--- config.mk ---
export PLATFORM = sky130hd
export DESIGN_NAME = beep_pattern_ctrl_flat
export DESIGN_NICKNAME = d
export VERILOG_FILES = /design/src/rtl/beep_pattern_ctrl_if.sv /design/src/rtl/beep_pattern_ctrl.sv /design/src/flat_wrapper.sv
export SDC_FILE = /design/constraint.sdc
export NUM_CORES = 1
export LEC_CHECK = 0
export CORE_ASPECT_RATIO = 1.25
export CORE_MARGIN = 3
export CORE_UTILIZATION = 46
export DETAILED_ROUTE_END_ITERATION = 10
export PLACE_DENSITY = 0.69
export SLEW_MARGIN = 10
export SYNTH_ARGS = -nofsm -noshare
export SYNTH_HDL_FRONTEND = slang
export SYNTH_SLANG_ARGS = --single-unit
--- constraint.sdc ---
create_clock -name sys_clk -period 4.22 [get_ports sys_clk]
set_input_delay 0.844 -clock sys_clk [delete_from_list [all_inputs] [get_ports sys_clk]]
set_output_delay 0.844 -clock sys_clk [all_outputs]
set_load 0.005 [all_outputs]
--- src/rtl/beep_pattern_ctrl_if.sv ---
// Key-event inputs and buzzer/status outputs of beep_pattern_ctrl.
// master = key debounce side, slave = the controller.
interface beep_pattern_ctrl_if;
  logic [2:0] key_flag;
  logic [2:0] key_value;
  logic       beep;
  logic       busy;
  logic       burst_done;

  modport master (output key_flag, key_value, input beep, busy, burst_done);
  modport slave  (input key_flag, key_value, output beep, busy, burst_done);
endinterface

--- src/rtl/beep_pattern_ctrl.sv ---
// Buzzer pattern controller: continuous alarm, timed N-beep burst, or silence.
// Outputs are registered from next-state, so a press shows one cycle after its strobe.
module beep_pattern_ctrl #(
  parameter int ON_CYC    = 25000000,
  parameter int OFF_CYC   = 25000000,
  parameter int BURST_CNT = 3,
  parameter int TONE_DIV  = 0,
  parameter int CNT_W     = 25
) (
  input  logic               sys_clk,
  input  logic               sys_rst,
  beep_pattern_ctrl_if.slave bus
);

  typedef enum logic [1:0] {IDLE, CONT, B_ON, B_OFF} state_t;

  localparam logic [CNT_W-1:0] ON_LAST    = CNT_W'(ON_CYC - 1);
  localparam logic [CNT_W-1:0] OFF_LAST   = CNT_W'(OFF_CYC - 1);
  localparam logic [CNT_W-1:0] TONE_LAST  = CNT_W'((TONE_DIV > 0) ? TONE_DIV - 1 : 0);
  localparam logic [7:0]       BURST_LAST = 8'(BURST_CNT);

  state_t           state, state_n;
  logic [CNT_W-1:0] timer, timer_n;
  logic [CNT_W-1:0] tone_cnt, tone_cnt_n;
  logic [7:0]       beep_idx, idx_n;
  logic [2:0]       press;
  logic             restart, entry, snd_n, done_n, beep_n;

  always_comb begin
    press   = bus.key_flag & ~bus.key_value;
    state_n = state;
    idx_n   = beep_idx;
    restart = 1'b0;
    done_n  = 1'b0;
    case (state)
      IDLE: begin
        if (press[0]) state_n = CONT;
        else if (press[1]) begin
          state_n = B_ON;
          idx_n   = 8'd1;
        end
      end
      CONT: if (press[0] || press[2]) state_n = IDLE;
      B_ON, B_OFF: begin
        if (press[2]) state_n = IDLE;
        else if (press[0]) state_n = CONT;
        else if (press[1]) begin
          state_n = B_ON;
          idx_n   = 8'd1;
          restart = 1'b1;
        end else if (state == B_ON && timer == ON_LAST) state_n = B_OFF;
        else if (state == B_OFF && timer == OFF_LAST) begin
          if (beep_idx == BURST_LAST) begin
            state_n = IDLE;
            done_n  = 1'b1;
          end else begin
            state_n = B_ON;
            idx_n   = beep_idx + 8'd1;
          end
        end
      end
      default: state_n = IDLE;
    endcase

    // Restart re-enters B_ON from B_ON, so it counts as an entry too.
    entry   = restart || (state_n != state);
    timer_n = (entry || !(state_n == B_ON || state_n == B_OFF)) ? '0 : timer + 1'b1;
    snd_n   = (state_n == CONT) || (state_n == B_ON);

    tone_cnt_n = '0;
    if (!snd_n)             beep_n = 1'b1;
    else if (TONE_DIV == 0) beep_n = 1'b0;
    else if (entry)         beep_n = 1'b0;
    else if (tone_cnt == TONE_LAST) beep_n = ~bus.beep;
    else begin
      beep_n     = bus.beep;
      tone_cnt_n = tone_cnt + 1'b1;
    end
  end

  always_ff @(posedge sys_clk) begin
    if (sys_rst) begin
      state          <= IDLE;
      timer          <= '0;
      tone_cnt       <= '0;
      beep_idx       <= '0;
      bus.beep       <= 1'b1;
      bus.busy       <= 1'b0;
      bus.burst_done <= 1'b0;
    end else begin
      state          <= state_n;
      timer          <= timer_n;
      tone_cnt       <= tone_cnt_n;
      beep_idx       <= idx_n;
      bus.beep       <= beep_n;
      bus.busy       <= (state_n != IDLE);
      bus.burst_done <= done_n;
    end
  end

endmodule
--- src/flat_wrapper.sv ---
// flat-port wrapper written by rule: the top's interface ports become plain ports
module beep_pattern_ctrl_flat 
#(
  parameter int ON_CYC    = 25000000,
  parameter int OFF_CYC   = 25000000,
  parameter int BURST_CNT = 3,
  parameter int TONE_DIV  = 0,
  parameter int CNT_W     = 25
)
  (sys_clk, sys_rst, bus_key_flag, bus_key_value, bus_beep, bus_busy, bus_burst_done);
  beep_pattern_ctrl_if bus_i ();
  input  logic sys_clk;
  input  logic sys_rst;
  input wire logic [$bits(bus_i.key_flag)-1:0] bus_key_flag;
  input wire logic [$bits(bus_i.key_value)-1:0] bus_key_value;
  output wire logic [$bits(bus_i.beep)-1:0] bus_beep;
  output wire logic [$bits(bus_i.busy)-1:0] bus_busy;
  output wire logic [$bits(bus_i.burst_done)-1:0] bus_burst_done;
  assign bus_i.key_flag = bus_key_flag;
  assign bus_i.key_value = bus_key_value;
  assign bus_beep = bus_i.beep;
  assign bus_busy = bus_i.busy;
  assign bus_burst_done = bus_i.burst_done;
  beep_pattern_ctrl #(.ON_CYC(ON_CYC), .OFF_CYC(OFF_CYC), .BURST_CNT(BURST_CNT), .TONE_DIV(TONE_DIV), .CNT_W(CNT_W)) u_core (.sys_clk(sys_clk), .sys_rst(sys_rst), .bus(bus_i));
endmodule
==> results, run 1 <==
- The setup slack after placement is 596.1 ps.
- The number of library cell types mapped by synthesis is 43.
- The number of gates resized after CTS is 0.
- In this run the critical register-to-register path is captured at u_core.timer[6].
- TritonCTS built the clock tree.
- For this run, the total global-route usage over all layers was measured as 0.1754.
- Routability-driven placement finished with a final weighted congestion of 0.8225.
- The count of buffer and inverter cells on the critical path is 2.
- The length of routed met3 wiring is 130 um.
- The deepest level of the CTS H-tree is 2.
- Data arrives at the worst endpoint at 3530 ps.
- The run finished with clean final reports.
- The buffer count from post-CTS setup fixing is 0.
- The total iterations of the first detailed-routing run is 4.
- The overall power of the completed layout is 0.7999 mW.
- IR analysis of the VDD net gives a maximum drop of 0.2396 mV.
- Once layout is complete, the utilization of the core stands at 0.5525.
- The worst hold-check slack is 491.4 ps.
- The most common cell type on the critical path is sky130_fd_sc_hd__nor2_1.
- Dividing the synthesized area by the synthesized cell count gives 8.877 sq um.
- The number of antenna violations at the first check in global routing is 0.
- The clock skew is 9.309 ps.
- Setup violations remaining at the end of the flow were counted as 0.
- In this run, post-CTS hold repair placed 0 buffers.
- In the final routed layout, each cell accounts on average for 13.94 um.
- Dividing the detail-routed via count by the number of cells gives 5.717.
- The most used flip-flop cell after synthesis is sky130_fd_sc_hd__dfxtp_1.
- The global-route wire length before repair is 7.258 mm.
- After routing, the total negative slack on setup checks comes to 0 ps.
- Of the available clock period, the critical path in the final layout requires 0.7901.
- On the worst path, the slowest cell contributes a delay of 490 ps.
- Entering global routing, the biggest net connects 26 pins.
- Measured against its own limit, the worst slew margin works out to 0.4539.
- The floorplan step defined a die boundary enclosing 0.005342 sq mm.
- The leakage power of the design is 0.7934 nW.
- TritonCTS created 5 clock buffers.
- The uppermost signal routing layer after detailed routing is met4.
- Once detailed placement completed, the half-perimeter wirelength came to 2.753 mm.
- The setup slack on the worst flop-to-flop path is 1220 ps.
- The tree is rooted in a sky130_fd_sc_hd__clkbuf_8.
- Measured in cells, the most critical reg-to-reg path has a length of 10.
- The max-slew violation total from the final report is 0.
- The critical path start-end classification is input port to flop.
- During synthesis, Yosys emitted a total of 0 warnings.
- The total I/O pin count is 11.
- The synthesized netlist occupies a cell area of 0.002068 sq mm.
- The cell accounting for the most synthesized area is sky130_fd_sc_hd__dfxtp_1.
- The number of cells produced by synthesis is 233.
- The number of DRC violations after detailed routing is 0.
- The launch point of the worst reg-to-reg path is u_core.timer[15].
- After synthesis, the share of flip-flops with an asynchronous set or reset is 0.
- The maximum frequency from static timing analysis is 299.9 MHz.
- The tightest min-delay check is of the flop to flop type.
- Across the run, the number of max-cap violations was 0.
- The clock tree buffer depth is 2.
- After detailed placement, the total cell area comes to 0.002181 sq mm.
- The final worst-path setup slack is 885.8 ps.
- Of the synthesized area, sequential elements account for 0.3678.
- Setup repair after global routing left no endpoint under its margin.
- The signal on the critical path passes through clkdlybuf4s50_1 > nand2b_1 > nand3_1 > or4_1 > o211a_1 > inv_1 > ha_1 > nor2_1 > nor2_1 > nand3_2 > nor4_1.
- In this run, the number of DRC markers left after iteration 0 of detailed routing was 147.
- STA puts the critical path data required time at 4410 ps.
- The worst hold path was traced through 2 stages.
- The routed design has 4.140 mm of wire.
- In this run the vertical extent of the chip is 80.97 um.
- Of the cells placed in the final design, the portion with a size suffix greater than 1 is 0.07054.
- The repair_antennas step left the layout with diodes totalling 0.
- The startpoint identified for the worst hold timing path is u_core.beep_idx[1].
- In this design, the largest share of critical-path delay is due to simple AND/OR/NAND/NOR gates.
- The highest-delay cell along the critical path is sky130_fd_sc_hd__clkdlybuf4s50_1.
- The routed metal-1 wire length is 1.952 mm.
- For this run, the post-layout net count is 253.
- Relative to the synthesized area, the layout overhead comes to 12.10%.
- The clock-pin transition on the worst setup and hold timing paths is 80 ps.
- For the pin with the worst max-slew slack, the measured transition is 819.2 ps.
- In this run the standard cell core region covers 0.004197 sq mm.
- Counting flops and latches in the post-synthesis netlist gives 38.
- Of all nets on the critical path, the largest fanout is 25.
- The detailed router placed 1698 vias in this run.
- Clock tree synthesis found a total of 38 sinks.
- The final design area excluding fillers is 0.002318 sq mm.
- The share of the synthesized area in the top cell type is 0.3678.
- The starting utilization of the core area is 0.4928.
- In the post-synthesis netlist, the biggest area contributors are sky130_fd_sc_hd__dfxtp_1 (37%), sky130_fd_sc_hd__nor4_1 (8.5%), sky130_fd_sc_hd__xor2_1 (7.2%).
- Buffers placed on the I/O ports in this run total 10.
- The count of antenna-violating nets left after detailed routing is 0.
- The remaining global-route overflow is 0.
- Row generation in the floorplan step produced 26 rows.
- The sort of element at the end of the critical path is a flop.
- In this run the horizontal extent of the chip is 65.98 um.
- For this run, the number of standard cells in the final layout without fillers is 297.
- The power density over cell area is 345.0 mW/mm^2.
- For the finished layout, the period the worst path requires is 3334 ps.
- The total instance count after detailed placement is 289.
- The met2 routed wirelength is 1.963 mm.
- Clock latency on the worst-skew pair, taken at its later pin, is 300 ps.
- The via count of the first global-routing pass was 1615.
- The number of nets handed over by synthesis was 246.
- The synthesized design contains 0 enable-type register cells.
- The worst setup path is launched from an input port.
- For hold timing, the worst endpoint is u_core.beep_idx[1].
- The final hold violation count is 0.
==> tightest hold or removal path, delay by kind of cell (launching register included) <==
kind	cells	cell delay, ps
simple gates	1	60
flops	1	340
mux	1	50
==> cells in the mapped netlist, types with 2 or more instances <==
master,n
sky130_fd_sc_hd__and2_1,4
sky130_fd_sc_hd__and3_1,8
sky130_fd_sc_hd__and4_1,4
sky130_fd_sc_hd__buf_2,4
sky130_fd_sc_hd__buf_6,2
sky130_fd_sc_hd__clkbuf_1,4
sky130_fd_sc_hd__dfxtp_1,38
sky130_fd_sc_hd__ha_1,5
sky130_fd_sc_hd__inv_1,4
sky130_fd_sc_hd__mux2i_1,3
sky130_fd_sc_hd__nand2_1,17
sky130_fd_sc_hd__nand2b_1,8
sky130_fd_sc_hd__nand3_1,15
sky130_fd_sc_hd__nand3b_1,2
sky130_fd_sc_hd__nand4_1,10
sky130_fd_sc_hd__nor2_1,16
sky130_fd_sc_hd__nor2b_1,5
sky130_fd_sc_hd__nor3_1,3
sky130_fd_sc_hd__nor4_1,28
sky130_fd_sc_hd__nor4b_1,3
sky130_fd_sc_hd__nor4b_2,2
sky130_fd_sc_hd__or4_1,3
sky130_fd_sc_hd__xnor2_1,9
sky130_fd_sc_hd__xor2_1,17
==> sequential cells by signal, indices dropped and copies added, names as in the netlist <==
| register | cells |
|---|---|
| u_core.bus.busy | 1 |
| u_core.timer | 25 |
| u_core.beep_idx | 8 |
| u_core.bus.burst_done | 1 |
| u_core.bus.beep | 1 |
| u_core.state | 2 |
==> worst max path at each step <==
stage | slack [ps] | cells past startpoint | to | from
after floorplan | 1620 | 11 | u_core.timer[22] | bus_key_value[2]
after CTS | 930 | 11 | u_core.timer[13] | bus_key_value[2]
after global routing | 620 | 11 | u_core.timer[13] | bus_key_value[2]
final | 890 | 11 | u_core.timer[6] | bus_key_value[2]
after detailed placement | 600 | 11 | u_core.timer[20] | bus_key_value[2]
after global placement | 630 | 11 | u_core.timer[12] | bus_key_value[2]
==> layout make-up <==
| class | instances | area [sq um] |
|---|---|---|
| clock buffer | 5 | 68.82 |
| sequential | 38 | 760.7 |
| fill | 398 | 1878 |
| tap | 56 | 70.07 |
| multi-input combinational | 181 | 1235 |
| clock inverter | 3 | 68.82 |
| timing repair buffer | 10 | 100.1 |
| inverter | 4 | 15.01 |
==> where the power goes <==
group          switching [mW]  internal [mW]
combinational          0.0346         0.0236
sequential            0.00566          0.363
clock                   0.136          0.237
total                   0.176          0.623
==> metal layers <==
layer  track usage  vias to the layer above
met2        0.2979                       17
met3       0.04149                        7
met4       0.08537                        0
met1        0.2058                      798
li1              -                      876
met5             0                        -
==> logic make-up after synthesis <==
family | share of synthesized area
buffers and inverters | 0.03508
adder cells (fa/ha/maj) | 0.03025
AND/OR/NAND/NOR | 0.3872
AO/OA/AOI/OAI | 0.05506
flip-flops | 0.3678
multiplexers | 0.01452
XOR/XNOR | 0.1101
==> cell usage in the layout, fill, tap and decap left out, types with 2 or more instances in the layout <==
cell type | synthesis | routed
sky130_fd_sc_hd__bufinv_16 | 0 | 2
sky130_fd_sc_hd__and2_1 | 4 | 4
sky130_fd_sc_hd__xor2_1 | 17 | 17
sky130_fd_sc_hd__dfxtp_1 | 38 | 38
sky130_fd_sc_hd__nor3_1 | 3 | 3
sky130_fd_sc_hd__and3_1 | 8 | 8
sky130_fd_sc_hd__nor4b_1 | 3 | 3
sky130_fd_sc_hd__and4_1 | 4 | 4
sky130_fd_sc_hd__nor4b_2 | 2 | 2
sky130_fd_sc_hd__ha_1 | 5 | 5
sky130_fd_sc_hd__nand3b_1 | 2 | 2
sky130_fd_sc_hd__inv_1 | 4 | 4
sky130_fd_sc_hd__or4_1 | 3 | 3
sky130_fd_sc_hd__nand4_1 | 10 | 10
sky130_fd_sc_hd__nor2b_1 | 5 | 5
sky130_fd_sc_hd__nor2_1 | 16 | 16
sky130_fd_sc_hd__xnor2_1 | 9 | 9
sky130_fd_sc_hd__nor4_1 | 28 | 28
sky130_fd_sc_hd__nand3_1 | 15 | 15
sky130_fd_sc_hd__clkdlybuf4s50_1 | 0 | 10
sky130_fd_sc_hd__clkbuf_8 | 0 | 5
sky130_fd_sc_hd__mux2i_1 | 3 | 3
sky130_fd_sc_hd__nand2_1 | 17 | 17
sky130_fd_sc_hd__nand2b_1 | 8 | 8
Note: power is estimated with default switching activity, not from simulation.
==> run 2, diff against run 1 <==
--- a/config.mk
+++ b/config.mk
@@ -9,7 +9,7 @@
 export CORE_MARGIN = 3
 export CORE_UTILIZATION = 46
 export DETAILED_ROUTE_END_ITERATION = 10
-export PLACE_DENSITY = 0.69
+export PLACE_DENSITY = 0.71
 export SLEW_MARGIN = 10
 export SYNTH_ARGS = -nofsm -noshare
 export SYNTH_HDL_FRONTEND = slang
==> constraint.sdc (replaced) <==
create_clock -name sys_clk -period 2.85 [get_ports sys_clk]
set_input_delay 0.57 -clock sys_clk [delete_from_list [all_inputs] [get_ports sys_clk]]
set_output_delay 0.57 -clock sys_clk [all_outputs]
set_load 0.005 [all_outputs]
==> run 2 against run 1 <==
Net effect:
- combinational power grew 72%
- clock power shrank 5.6%
- final cell count grew 2.7%
- clock skew grew 1.0 ps
- register-to-register slack lost 980 ps
- first-iteration DRC count shrank 40%
- global-route usage is essentially flat
- largest cell class unchanged
- sequential power grew 48%
- die area is the same
- hold slack lost 7.0 ps
- highest routed layer unchanged
- sequential share of layout area shrank 0.42 points
==> results, run 2 (same netlist as run 1, synthesis figures left out) <==
- Result of the run: completed (unchanged).
- The clock latency of the later-clocked register in the worst-skew pair is 300 ps (about the same).
- The sort of element at the end of the critical path is a flop (unchanged).
- The clock skew came to 10.35 ps (was 9.309 ps).
- The layout overhead on the synthesized area is 13.55% (was 12.10%).
- The worst hold-check slack is 484.4 ps (was 491.4 ps).
- The total iterations of the first detailed-routing run is 4 (unchanged).
- The half-perimeter wire length after detailed placement was 2.935 mm (was 2.753 mm).
- The required time of the critical path was 3040 ps (was 4410 ps).
- The final design area excluding fillers is 0.002349 sq mm (was 0.002318 sq mm).
- The remaining global-route overflow came to 0 (unchanged).
- The starting utilization of the core area is 0.4928 (unchanged).
- The number of antenna violations at the first check in global routing came to 0 (unchanged).
- The total of endpoints with negative setup slack in the final report is 0 (unchanged).
- The deepest level of the CTS H-tree came to 2 (unchanged).
- The number of cells on the worst reg-to-reg path is 12 (was 10).
- The number of flip-flops under the largest register name was 25 (unchanged).
- The row count was 26 (unchanged).
- The buffer count from post-CTS setup fixing was 0 (unchanged).
- The total instance count after detailed placement is 298 (was 289).
- The share of final-layout standard cells stronger than drive strength 1 is 0.1084 (was 0.07054).
- The setup slack after placement is -90.56 ps (was 596.1 ps).
- The utilization after layout was 0.5596 (was 0.5525).
- The power density over cell area came to 425.1 mW/mm^2 (was 345.0 mW/mm^2).
- The via count of the first global-routing pass was 1708 (was 1615).
- The clock net sink count was 38 (unchanged).
- The die area came to 0.005342 sq mm (unchanged).
- The placed standard-cell area came to 0.002261 sq mm (was 0.002181 sq mm).
- The worst ir drop on vdd is 0.2860 mV (was 0.2396 mV).
- The clock tree buffer depth is 2 (unchanged).
- The leakage power of the design is 0.8141 nW (was 0.7934 nW).
- The endpoint arrival time on the critical path is 2820 ps (was 3530 ps).
- The number of CTS-inserted buffers was 5 (unchanged).
- The max-slew violation total from the final report came to 0 (unchanged).
- The number of diodes came to 0 (unchanged).
- Setup repair after global routing missed its margin: no (unchanged).
- The global router's overall resource usage is 0.1755 (was 0.1754).
- The clock root buffer is sky130_fd_sc_hd__clkbuf_8 (unchanged).
- The launch point of the worst reg-to-reg path is u_core.timer[0] (was u_core.timer[15]).
- The path type of the worst min-delay path is flop to flop (unchanged).
- The maximum number of pins on one net before global-route repair is 26 (unchanged).
- The non-filler instance count after layout is 305 (was 297).
- The core region area was 0.004197 sq mm (unchanged).
- The clock-pin transition on the worst setup and hold timing paths is 80 ps (about the same).
- The maximum frequency from static timing analysis is 380.1 MHz.
- The via density per instance is 5.738 (was 5.717).
- The vertical extent of the die is 80.97 um (unchanged).
- The setup total negative slack is 0 ps (unchanged).
- The final worst-path setup slack is 219.2 ps (was 885.8 ps).
- Largest registers: u_core.timer x25, u_core.beep_idx x8, u_core.state x2 (unchanged).
- The largest register by flop count is u_core.timer (unchanged).
- The CTS tree is done (unchanged).
- The mean routed wirelength per cell is 14.09 um (was 13.94 um).
- The relative slew slack is 0.6580 (was 0.4539).
- The largest fanout on the critical path is 25 (unchanged).
- The overall power of the completed layout is 0.9984 mW (was 0.7999 mW).
- The setup slack on the worst flop-to-flop path is 240 ps (was 1220 ps).
- The aggregate routed wire length was 4.296 mm (was 4.140 mm).
- The total I/O pin count is 11 (unchanged).
- Most used cells in the layout excluding fill and tap cells: sky130_fd_sc_hd__dfxtp_1 (38), sky130_fd_sc_hd__nor4_1 (27), sky130_fd_sc_hd__nand2_1 (17), sky130_fd_sc_hd__xor2_1 (17), sky130_fd_sc_hd__nor2_1 (16) (was sky130_fd_sc_hd__dfxtp_1 (38), sky130_fd_sc_hd__nor4_1 (28), sky130_fd_sc_hd__nand2_1 (17), sky130_fd_sc_hd__xor2_1 (17), sky130_fd_sc_hd__nor2_1 (16)).
- The post-route clock period utilization is 0.9231.
- The startpoint of the worst setup timing path is bus_key_value[2] (unchanged).
- The endpoint of the most critical register-to-register path was u_core.timer[1] (was u_core.timer[6]).
- The critical path start-end classification is input port to flop (unchanged).
- The final hold violation count was 0 (unchanged).
- The final weighted congestion of routability-driven global placement was 0.8157 (was 0.8225).
- The clock period minus final worst setup slack is 2631 ps.
- The global-route wire length before repair is 7.334 mm (was 7.258 mm).
- The number of nets in the layout is 262 (was 253).
- The number of DRC violations after detailed routing was 0 (unchanged).
- The category of the worst setup path launch point is an input port (unchanged).
- The horizontal die dimension is 65.98 um (unchanged).
- The most common cell after layout, fill and taps aside is sky130_fd_sc_hd__dfxtp_1 (unchanged).
- The start point of the worst hold path is u_core.beep_idx[1] (unchanged).
- The count of antenna-violating nets left after detailed routing is 0 (unchanged).
- The actual transition at the worst max-transition pin is 511.1 ps (was 819.2 ps).
- The port buffer count was 10 (unchanged).
- The count of vias placed by the detailed router was 1750 (was 1698).
- The worst hold path endpoint is u_core.beep_idx[1] (unchanged).
- The hold-critical path depth is 2 (unchanged).
- The DRC marker count from the first detailed-route iteration is 88 (was 147).
- The count of maximum capacitance violations is 0 (unchanged).
-- run 2: cell types whose count changed in the layout (fill, tap and decap cells not counted), sizes merged --
cell	change
buf	+9
clkinv	+1
bufinv	-2
-- run 2: layout make-up --
cell class	count	area (sq um)
fill	374	1848
multi-input combinational	181	1244
sequential	38	760.7
timing repair buffer	19	180.2
tap	56	70.07
clock buffer	5	68.82
inverter	4	15.01
clock inverter	2	10.01
-- run 2: power by group --
group	switching [mW]	total, mW	internal [mW]
clock network	0.188	0.352	0.164
registers	0.00857	0.546	0.538
logic	0.0540	0.100	0.0460
total	0.250	0.998	0.748
-- run 2: what timing repair did --
item | 4_1_cts | 5_1_grt
setup endpoints to repair | 0 | 4
hold buffers | 0 | 0
gates resized for setup | 0 | 2
-- run 2: how the worst max path moves through the flow --
stage	end	slack [ps]	cells after the start
2_1_floorplan	u_core.timer[22]	400	11
3_3_place_gp	u_core.timer[2]	-3	12
3_5_place_dp	u_core.timer[1]	-90	12
4_1_cts	u_core.timer[1]	180	12
5_1_grt	u_core.timer[2]	0.2	12
6_report	u_core.timer[1]	220	12
-- run 2: per-layer routing --
| layer | share of wire | wire (um) | track usage | up-vias |
|---|---|---|---|---|
| met2 | 0.50 | 2133 | 0.3159 | 13 |
| li1 | - | - | - | 890 |
| met3 | 0.025 | 109 | 0.04288 | 5 |
| met4 | 0.017 | 74 | 0.06707 | 0 |
| met1 | 0.46 | 1979 | 0.1976 | 842 |
| met5 | 0 | 0 | 0 | - |
-- run 2: critical path, stage by stage --
cell	delay [ps]
sky130_fd_sc_hd__clkdlybuf4s50_1	490
sky130_fd_sc_hd__nand2b_1	140
sky130_fd_sc_hd__nand3_1	100
sky130_fd_sc_hd__or4_1	480
sky130_fd_sc_hd__o211a_1	150
sky130_fd_sc_hd__inv_1	60
sky130_fd_sc_hd__ha_1	140
sky130_fd_sc_hd__nor2_1	40
sky130_fd_sc_hd__nor2_1	110
sky130_fd_sc_hd__nand3_2	110
sky130_fd_sc_hd__buf_12	180
sky130_fd_sc_hd__nor4b_1	250
==> run 3, diff against run 2 <==
--- a/config.mk
+++ b/config.mk
@@ -5,7 +5,7 @@
 export SDC_FILE = /design/constraint.sdc
 export NUM_CORES = 1
 export LEC_CHECK = 0
-export CORE_ASPECT_RATIO = 1.25
+export CORE_ASPECT_RATIO = 0.9
 export CORE_MARGIN = 3
 export CORE_UTILIZATION = 46
 export DETAILED_ROUTE_END_ITERATION = 10
==> run 3 against run 2 <==
Net effect:
- sequential power is essentially flat
- combinational power is essentially flat
- non-clock buffer count grew 1
- critical endpoint is now u_core.timer[2]
- largest cell class unchanged
==> results, run 3 (same netlist as run 1, synthesis figures left out) <==
- The die area is 0.005338 sq mm (was 0.005342 sq mm).
- The core region area was 0.004212 sq mm (was 0.004197 sq mm).
- The starting utilization of the core area was 0.4911 (was 0.4928).
- The actual transition at the worst max-transition pin came to 537.7 ps (was 511.1 ps).
- The category of the worst setup path launch point is a flop (was input port).
- The sort of element at the end of the critical path was a flop (unchanged).
- The count of antenna-violating nets left after detailed routing was 0 (unchanged).
- The share of final-layout standard cells stronger than drive strength 1 is 0.1116 (was 0.1084).
- The CTS tree was done (unchanged).
- The required time of the critical path came to 3040 ps (about the same).
- The number of DRC violations after detailed routing came to 0 (unchanged).
- The via count of the first global-routing pass came to 1667 (was 1708).
- The remaining global-route overflow came to 0 (unchanged).
- Critical path, cell by cell: ha_2 > and2_1 > nand2_1 > or4_1 > o211a_1 > inv_1 > ha_1 > nor2_1 > nor2_1 > nand3_2 > buf_4 > nor4_1 (was clkdlybuf4s50_1 > nand2b_1 > nand3_1 > or4_1 > o211a_1 > inv_1 > ha_1 > nor2_1 > nor2_1 > nand3_2 > buf_12 > nor4b_1).
- The number of filler cells placed in the layout is 381 (was 374).
- The global-route wire length before repair was 7.445 mm (was 7.334 mm).
- The delay of the slowest critical-path stage was 530 ps (was 490 ps).
- Largest registers: u_core.timer x25, u_core.beep_idx x8, u_core.state x2 (unchanged).
- The number of antenna violations at the first check in global routing is 0 (unchanged).
- The total I/O pin count is 11 (unchanged).
- The net switching power is 0.2552 mW (was 0.2504 mW).
- The clock-pin transition on the worst setup and hold timing paths is 80 ps (about the same).
- The setup total negative slack is 0 ps (unchanged).
- The clock period minus final worst setup slack was 2631 ps (about the same).
- The deepest level of the CTS H-tree is 2 (unchanged).
- The part of the total power dissipated in the clock network came to 0.465 (was 0.353).
- The register share of total power is 0.450 (was 0.547).
- The leakage power of the design was 0.8462 nW (was 0.8141 nW).
- The layout overhead on the synthesized area is 16.94% (was 13.55%).
- The startpoint of the worst setup timing path was u_core.timer[0] (was bus_key_value[2]).
- The internal power summed over all cells is 0.9591 mW (was 0.7480 mW).
- The overall power of the completed layout is 1.214 mW (was 0.9984 mW).
- The highest-delay cell along the critical path was sky130_fd_sc_hd__or4_1 (was sky130_fd_sc_hd__clkdlybuf4s50_1).
- The half-perimeter wire length after detailed placement is 3.060 mm (was 2.935 mm).
- The DRC marker count from the first detailed-route iteration is 93 (was 88).
- The total of endpoints with negative setup slack in the final report came to 0 (unchanged).
- The global router's overall resource usage is 0.1697 (was 0.1755).
- The number of flip-flops under the largest register name is 25 (unchanged).
- The maximum number of pins on one net before global-route repair is 26 (unchanged).
- Setup repair after global routing missed its margin: no (unchanged).
- The port buffer count came to 10 (unchanged).
- The mean routed wirelength per cell came to 13.86 um (was 14.09 um).
- The critical path start-end classification is flop to flop (was input port to flop).
- The number of nets in the layout is 263 (was 262).
- The most common cell after layout, fill and taps aside is sky130_fd_sc_hd__dfxtp_1 (unchanged).
- The final weighted congestion of routability-driven global placement came to 0.7942 (was 0.8157).
- Result of the run: completed (unchanged).
- The power density over cell area came to 502.1 mW/mm^2 (was 425.1 mW/mm^2).
- The count of vias placed by the detailed router is 1783 (was 1750).
- The endpoint arrival time on the critical path is 2820 ps (about the same).
- The via density per instance was 5.733 (was 5.738).
- The path type of the worst min-delay path is flop to flop (unchanged).
- The horizontal die dimension is 76.68 um (was 65.98 um).
- The setup slack on the worst flop-to-flop path is 220 ps (was 240 ps).
- Most used cells in the layout excluding fill and tap cells: sky130_fd_sc_hd__dfxtp_1 (38), sky130_fd_sc_hd__nor4_1 (28), sky130_fd_sc_hd__nand2_1 (17), sky130_fd_sc_hd__xor2_1 (17), sky130_fd_sc_hd__nor2_1 (16) (was sky130_fd_sc_hd__dfxtp_1 (38), sky130_fd_sc_hd__nor4_1 (27), sky130_fd_sc_hd__nand2_1 (17), sky130_fd_sc_hd__xor2_1 (17), sky130_fd_sc_hd__nor2_1 (16)).
- The aggregate routed wire length was 4.311 mm (was 4.296 mm).
- The final design area excluding fillers is 0.002419 sq mm (was 0.002349 sq mm).
- The most common cell type on the critical path is sky130_fd_sc_hd__nor2_1 (unchanged).
- The launch point of the worst reg-to-reg path is u_core.timer[0] (unchanged).
- The kind of cell with the highest combined delay on the critical path is simple AND/OR/NAND/NOR gates (unchanged).
- The number of CTS-inserted buffers was 5 (unchanged).
- The clock tree buffer depth is 2 (unchanged).
- The placed standard-cell area is 0.002273 sq mm (was 0.002261 sq mm).
- The final hold violation count is 0 (unchanged).
- The largest register by flop count is u_core.timer (unchanged).
- The clock net sink count is 38 (unchanged).
- The number of diodes came to 0 (unchanged).
- The worst hold-check slack was 485.8 ps (was 484.4 ps).
- The switching share of power is 0.2102 (was 0.2508).
- The part of the total power dissipated in combinational logic was 0.085 (was 0.100).
- The relative slew slack came to 0.6402 (was 0.6580).
- The vertical extent of the die is 69.61 um (was 80.97 um).
- The start point of the worst hold path was u_core.beep_idx[1] (unchanged).
- The row count is 22 (was 26).
- The max-slew violation total from the final report is 0 (unchanged).
- The clock root buffer is sky130_fd_sc_hd__clkbuf_8 (unchanged).
- The clock skew is 6.310 ps (was 10.35 ps).
- The count of buffer and inverter cells on the critical path is 2 (was 3).
- The largest fanout on the critical path is 6 (was 25).
- The count of maximum capacitance violations came to 0 (unchanged).
- The worst ir drop on vdd is 0.3684 mV (was 0.2860 mV).
- The clock latency of the later-clocked register in the worst-skew pair is 290 ps (was 300 ps).
- The post-route clock period utilization is 0.9230 (was 0.9231).
- The total iterations of the first detailed-routing run is 4 (unchanged).
- The maximum frequency from static timing analysis is 380.1 MHz (about the same).
==> run 3: cell count changes in the layout (fill, tap and decap cells not counted), sizes merged <==
cell	before	now
bufinv	0	2
clkinv	2	0
buf	9	10
clkbuf	5	6
==> run 3: path summary, 6_finish.rpt <==
check	to	depth (start not counted)
max reg2reg	u_core.timer[2]	12
min reg2reg	u_core.beep_idx[1]	2
max	u_core.timer[2]	12
min	u_core.beep_idx[1]	2
==> run 3: timing repair <==
action                     CTS  global route
hold endpoints to repair     0             0
setup endpoints to repair    0             6
hold buffers                 0             0
gates resized for setup      0             1
setup buffers                0             0
==> run 3: layout make-up <==
class | instances | area, sq um | area share
Multi-Input combinational cell | 181 | 1237 | 0.5116
Inverter | 4 | 15.01 | 0.006208
Clock inverter | 2 | 60.06 | 0.02483
Clock buffer | 6 | 82.58 | 0.03414
Sequential cell | 38 | 760.7 | 0.3145
Timing Repair Buffer | 20 | 187.7 | 0.07760
Tap cell | 60 | 75.07 | 0.03104
==> run 3: stage by stage <==
step	std cells	util	setup WS, ps
after floorplan	233	-	402.7
after global placement	303	0.5398	-39.86
after detailed placement	303	0.5398	-78.46
after CTS	311	0.5737	163.3
after global routing	311	0.5743	3.419
final	311	0.5743	219.3
==> run 3: per-layer routing <==
metal | part of all wire | global-route usage
met1 | 0.51 | 0.2305
met5 | 0 | 0
met3 | 0.026 | 0.04026
met4 | 0.016 | 0.05835
met2 | 0.45 | 0.2621
==> run 3: power groups by stage <==
stage | clock network (mW) | logic [mW] | registers [mW]
after detailed placement | 0 | 0.102 | 0.559
after CTS | 0.577 | 0.103 | 0.546
after global routing | 0.594 | 0.113 | 0.548
after global placement | 0 | 0.101 | 0.559
after floorplan | 0 | 0.0648 | 0.554
final | 0.565 | 0.103 | 0.547
==> run 3: worst min-delay path: cells and delay by family (launching register included) <==
| kind | cells | cell delay, ps |
|---|---|---|
| flip-flops | 1 | 330 |
| multiplexers | 1 | 50 |
| AND/OR/NAND/NOR | 1 | 60 |
